===== config.mk =====
export PLATFORM = sky130hd
export DESIGN_NAME = instr_fetch_ctrl
export DESIGN_NICKNAME = d
export VERILOG_FILES = /design/src/rtl/instr_fetch_ctrl.sv
export SDC_FILE = /design/constraint.sdc
export NUM_CORES = 1
export LEC_CHECK = 0
export ABC_AREA = 1
export CORE_MARGIN = 5
export CORE_UTILIZATION = 42
export DETAILED_ROUTE_END_ITERATION = 10
export PLACE_DENSITY = 0.78
export SLEW_MARGIN = 20
export SYNTH_ARGS = -nofsm -noshare
export SYNTH_HDL_FRONTEND = slang
export SYNTH_SLANG_ARGS = --single-unit

===== constraint.sdc =====
create_clock -name Clk -period 1.7 [get_ports Clk]
set_input_delay 0.34 -clock Clk [delete_from_list [all_inputs] [get_ports Clk]]
set_output_delay 0.34 -clock Clk [all_outputs]
set_load 0.01 [all_outputs]

===== src/rtl/instr_fetch_ctrl.sv =====
// instr_fetch_ctrl: fetch sequencer between the pointer register and a synchronous instruction RAM
//   Clk        rising-edge clock
//   RST        synchronous active-high reset
//   fetch_req  control unit requests the next instruction
//   flush      cancel any in-flight fetch or held instruction
//   addr_in    current pointer value, used as the fetch address
//   mem_addr   registered RAM address
//   mem_re     one-cycle RAM read enable
//   mem_rdata  RAM read data, valid MEM_LAT clocks after the address is presented
//   ir_out     instruction register (qualified by ir_valid)
//   ir_valid   ir_out holds an unconsumed instruction
//   ir_ready   control unit accepts ir_out
//   inc_out    one-cycle pulse that advances the pointer
//   busy       sequencer is not idle
module instr_fetch_ctrl #(
  parameter int DATA_W  = 8,
  parameter int ADDR_W  = 8,
  parameter int MEM_LAT = 1
) (
  input  logic              Clk,
  input  logic              RST,
  input  logic              fetch_req,
  input  logic              flush,
  input  logic [ADDR_W-1:0] addr_in,
  output logic [ADDR_W-1:0] mem_addr,
  output logic              mem_re,
  input  logic [DATA_W-1:0] mem_rdata,
  output logic [DATA_W-1:0] ir_out,
  output logic              ir_valid,
  input  logic              ir_ready,
  output logic              inc_out,
  output logic              busy
);
  typedef enum logic [1:0] {IDLE, WAIT, HOLD} state_t;
  localparam logic [2:0] LAT = 3'(MEM_LAT);
  state_t state, state_n;
  logic [2:0] cnt, cnt_n;
  logic [ADDR_W-1:0] addr_n;
  logic [DATA_W-1:0] ir_n;
  logic re_n, valid_n, inc_n, issue;
  always_comb begin
    state_n = state;
    cnt_n   = cnt;
    addr_n  = mem_addr;
    ir_n    = ir_out;
    valid_n = ir_valid;
    re_n    = 1'b0;
    inc_n   = 1'b0;
    // a new read starts from IDLE, or straight out of HOLD on the accepting edge
    issue   = fetch_req && !flush && (state == IDLE || (state == HOLD && ir_ready));
    case (state)
      WAIT: begin
        cnt_n = cnt != 3'd0 ? cnt - 3'd1 : cnt;
        // counter reaching zero marks the edge where the RAM word is on mem_rdata
        if (flush) state_n = IDLE;
        else if (cnt == 3'd0) begin
          ir_n    = mem_rdata;
          valid_n = 1'b1;
          inc_n   = 1'b1;
          state_n = HOLD;
        end
      end
      HOLD: begin
        if (flush || ir_ready) begin
          valid_n = 1'b0;
          state_n = IDLE;
        end
      end
      default: ;
    endcase
    if (issue) begin
      addr_n  = addr_in;
      re_n    = 1'b1;
      cnt_n   = LAT;
      state_n = WAIT;
    end
  end
  always_ff @(posedge Clk) begin
    if (RST) begin
      state    <= IDLE;
      cnt      <= 3'd0;
      mem_addr <= '0;
      mem_re   <= 1'b0;
      ir_out   <= '0;
      ir_valid <= 1'b0;
      inc_out  <= 1'b0;
      busy     <= 1'b0;
    end else begin
      state    <= state_n;
      cnt      <= cnt_n;
      mem_addr <= addr_n;
      mem_re   <= re_n;
      ir_out   <= ir_n;
      ir_valid <= valid_n;
      inc_out  <= inc_n;
      busy     <= state_n != IDLE;
    end
  end
endmodule

; Yosys cells after proc, flatten, opt, wreduce, memory -nomap -nowiden
; Cells that the tools add are included.
[word_totals]
register_bits = 25
latchBits = 0
ramBits = 0
mem_bits_ro = 0
inputBits = 21
output_inout_bits = 20
wordCells = 50
n_memories = 0
[classes]
add_sub_neg = 1
n_mul = 0
n_div = 0
n_lt_le_gt_ge = 0
eq_ne = 5
n_shift = 0
n_mux = 14
n_bitwise = 2
n_reduce_logical = 19
[ops]
columns = op, count
row1 = 1-bit two-way mux, 8
row2 = 2-bit two-way mux, 4
row3 = 2-bit nonzero test, 4
row4 = "2-bit inequality test, second input constant", 2
row5 = 2-bit case mux with 2 select lines, 1
row6 = 2-bit AND reduction, 2
row7 = 4-bit AND reduction, 1
row8 = 1-bit logical AND, 3
row9 = 3-bit logical NOT, 1
row10 = 3-bit AND reduction, 1
row11 = 3-bit nonzero test, 1
row12 = 3-bit OR reduction, 1
row13 = "3-bit by 1-bit subtractor with 3-bit output, second input constant", 1
row14 = "2-bit by 1-bit == test with 1-bit output, second input constant", 1
row15 = "2-bit == test, second input constant", 1
row16 = 2-bit logical NOT, 1
row17 = 1-bit logical OR, 2
row18 = "2-bit by 1-bit inequality test with 1-bit output, second input constant", 1
row19 = 1-bit inverter, 2
row20 = 1-bit case mux with 2 select lines, 1
row21 = 2-bit OR reduction, 1
row22 = 1-bit logical NOT, 1

; Longest topological paths before layout
; Gate-level depths: netlist of run 1.
[logic_depth]
depth_word = 6
ltp_mapped = 9
depth_no_buf = 9

; Worst setup path before layout of run 1
; Ideal clock, no wire load.
[synth_timing]
kind = register -> register
startpoint = reg state[1]
endpoint = reg ir_valid
setup_ps = 113
arrival_ps = 1116
required_ps = 1587
slack_ps = 471
stages_incl_launch_ff = 9
path_buffers = 1
period_less_slack_ps = 1229
path_cell_list = dfxtp_1 inv_1 ha_1 inv_2 nor2_2 nand2_2 buf_6 a21boi_2 o21ai_2
[synth_via]
elab_chain_cells = 3
elab_cells_between_ends = 8
cone_classes = eq/ne: 5 / mux: 1 / reduce/logical: 2
[synth_lines]
columns = element, line
row1 = start: declaration, 36  ; state_t state, state_n;
row2 = start signal: assignment, 89  ; state <= state_n;
row3 = 2-bit by 1-bit == test with 1-bit output or 2-bit == test (tied branches), 51  ; case (state)
row4 = "2-bit inequality test (no source line), or another cell as far along", n/a
row5 = 4-bit AND reduction (no source line), n/a
row6 = end signal: assignment, 94  ; ir_valid <= valid_n;
row7 = end: declaration, 29  ; output logic ir_valid,
; Parallel ways exist; a longest one is shown, timed or not.
; A chain may end at the register's enable or synchronous reset.

; Final worst setup path of run 1
[layout_timing]
startpoint = reg mem_addr[1]
endpoint = out mem_addr[1]
[layout_rtl]
columns = element, line
row1 = start: declaration, 25  ; output logic [ADDR_W-1:0] mem_addr,
row2 = start signal: assignment, 91  ; mem_addr <= addr_n;
; No word-level cell between the ends.

==> results of run 1 <==
-- path summary, 6_finish.rpt --
path / from / endpoint / slack [ps] / depth (start not counted)
max: mem_addr[1] / mem_addr[1] / 130 / 1
min: mem_addr[7] / mem_addr[7] / 460 / 2
max reg2reg: state[1] / ir_out[2] / 280 / 8
min reg2reg: mem_addr[7] / mem_addr[7] / 460 / 2
-- power by group --
group	total, mW	switching (mW)	leakage, nW	internal [mW]
sequential	0.636	0.0155	0.204	0.620
clock	0.270	0.180	0.0139	0.0898
combinational	0.237	0.111	0.441	0.126
-- area by class of cell --
class	count	area (um2)	share of cell area [%]
clock buffers	3	22.5	1.49
multi-input cells	93	472	31.2
repair buffers	41	408	27.0
clock inverters	1	7.51	0.497
flip-flops and latches	25	500	33.1
well taps	30	37.5	2.49
inverters	16	62.6	4.14
-- synth_stat cells --
| library cell | number |
|---|---|
| inv_1 | 11 |
| or2_0 | 1 |
| buf_6 | 1 |
| nor2_4 | 2 |
| nand2_1 | 40 |
| nor2_2 | 1 |
| a21oi_1 | 2 |
| o21ai_0 | 1 |
| dfxtp_1 | 25 |
| nand2_4 | 1 |
| o21ai_1 | 8 |
| a31oi_1 | 1 |
| o21ai_2 | 1 |
| nand3_1 | 3 |
| nand2_2 | 3 |
| nor3_1 | 1 |
| inv_4 | 1 |
| ha_1 | 5 |
| nand3_2 | 1 |
| a21boi_2 | 1 |
| nor2_1 | 20 |
| inv_2 | 4 |
| nor3b_1 | 1 |
-- per-layer routing --
metal	GRT usage (%)	up-vias	wire, um
li1	-	502	-
met1	16.2	416	1010
met2	24.7	41	1090
met3	2.59	0	209
met4	3.80	0	0
met5	0	-	0
-- worst reg2reg max path, delay by kind of cell, from the launching register on --
| family | cells | cell delay (ps) |
|---|---|---|
| and+or+nand+nor | 4 | 450 |
| DFF | 1 | 350 |
| buffers and inverters | 3 | 340 |
| adders and majority gates | 1 | 250 |
-- kinds of logic after synthesis --
group,count (synthesis),share of synthesized area [%]
AOI/OAI and AO/OA,14,7.78
buffers and inverters,17,7.06
DFF,25,47.8
adders and majority gates,5,5.98
and+or+nand+nor,74,31.3
-- through the flow --
stage	util [%]	power [mW]	std cells	worst slack [ps]
detailed placement	60.9	0.886	205	151
finish	62.1	1.14	209	129
global route	62.1	1.21	209	71.3
CTS	62.1	1.15	209	125
global placement	60.9	0.880	205	175
floorplan	-	0.762	135	471
-- sequential cells by signal, indices dropped and copies added (netlist names) --
register	cells
ir_out	8
mem_addr	8
busy	1
mem_re	1
ir_valid	1
cnt	3
state	2
inc_out	1
==> metrics.txt, run 1 <==
syn_area_per_cell=7.75 um2; Core Rows=18; largest net degree at the start of global routing=16; vias=959; Slew headroom=77.9%; htree depth=1; share of the synthesized area in the top cell type=47.8%; initial antenna violation count=0; die area=3590 um2; final setup violation count=0; Slew @ Worst Pin=330 ps; clk_skew=4.33 ps; area of the mapped netlist=1050 um2; Max Fclk=0.636 GHz; antenna cells=0; sequential fraction of the synthesis area=47.8%; Yosys top cell by area=dfxtp_1; WL/cell=11.1 um; Initial Util=43.0%; hpwl dp=1880 um; share of layout cells above drive strength 1=11.2%; Arr. time, crit path=1230 ps; CTS root buf=clkbuf_4; crit end category=output port; crit-path max FO=2; PwrDens=757 nW/um2; total core area=2430 um2; final instance area=1510 um2; # fillers=222; Ports=41; first-pass GRT wire length=3810 um; CTS tree=built; Antenna Nets Post-Route=0; DRT iter0 DRCs=17; Post-CTS Hold Fix Bufs=0; register bit count reported by yosys=25; clk slew on worst S/H paths=140 ps; status=completed; CTS resizes=0; vias in the first global route=938; Vias/cell=4.59; hold slack final=456 ps; synth warn=0; clock buffer depth=2; DP Area=1480 um2; die span in x=59.9 um; GRT overflow=0; Syn-to-layout area delta=44.4%; CTS buffer count=3; CP max stage delay=550 ps; Yosys cell types=23; CP Launch Type=register; Final Cycle Share=92.4%; Post-Synthesis Cells=135; CP Data Required Time=1360 ps; critical path class=register to output port; fin nets=206; Total Wirelength=2310 um; drt pass-1 iters=4; die height=59.9 um; Area contributors post-synth=dfxtp_1 48%, nand2_1 14%, nor2_1 7.2%; slowest CP cell=clkdlybuf4s50_1; clk_lat worst skew=320 ps; Tmin final=1570 ps; count of input and output buffers=40; Post-CTS Setup Bufs=0; # clock sinks=25; max-cap violations=0; GRT Resource Usage Total=13.6%; crit-path cells=clkdlybuf4s50_1; Mapped Nets=161; Peak VDD IR=0.466 mV; DRC violations left=0; worst path bufs/invs=1; crit-path leading delay family=buffers and inverters; routability congestion estimate=0.839; RSZ-0062 raised after global routing=false; Leakage=0.658 nW; final hold violations=0; commonest cells after routing, fill and taps aside=40 x nand2_1, 40 x clkdlybuf4s50_1, 25 x dfxtp_1, 20 x nor2_1, 11 x inv_1; min-delay worst type=register to register; Slew Viols, Final=0; Setup TNS=0 ps
(Power assumes the default switching activity.)
==> inputs of run 2 (changes only) <==
GPL_ROUTABILITY_DRIVEN = 0   (was default)
==> results of run 2 <==
Same layout as run 1: the final DEF is identical, and so are final timing and power.
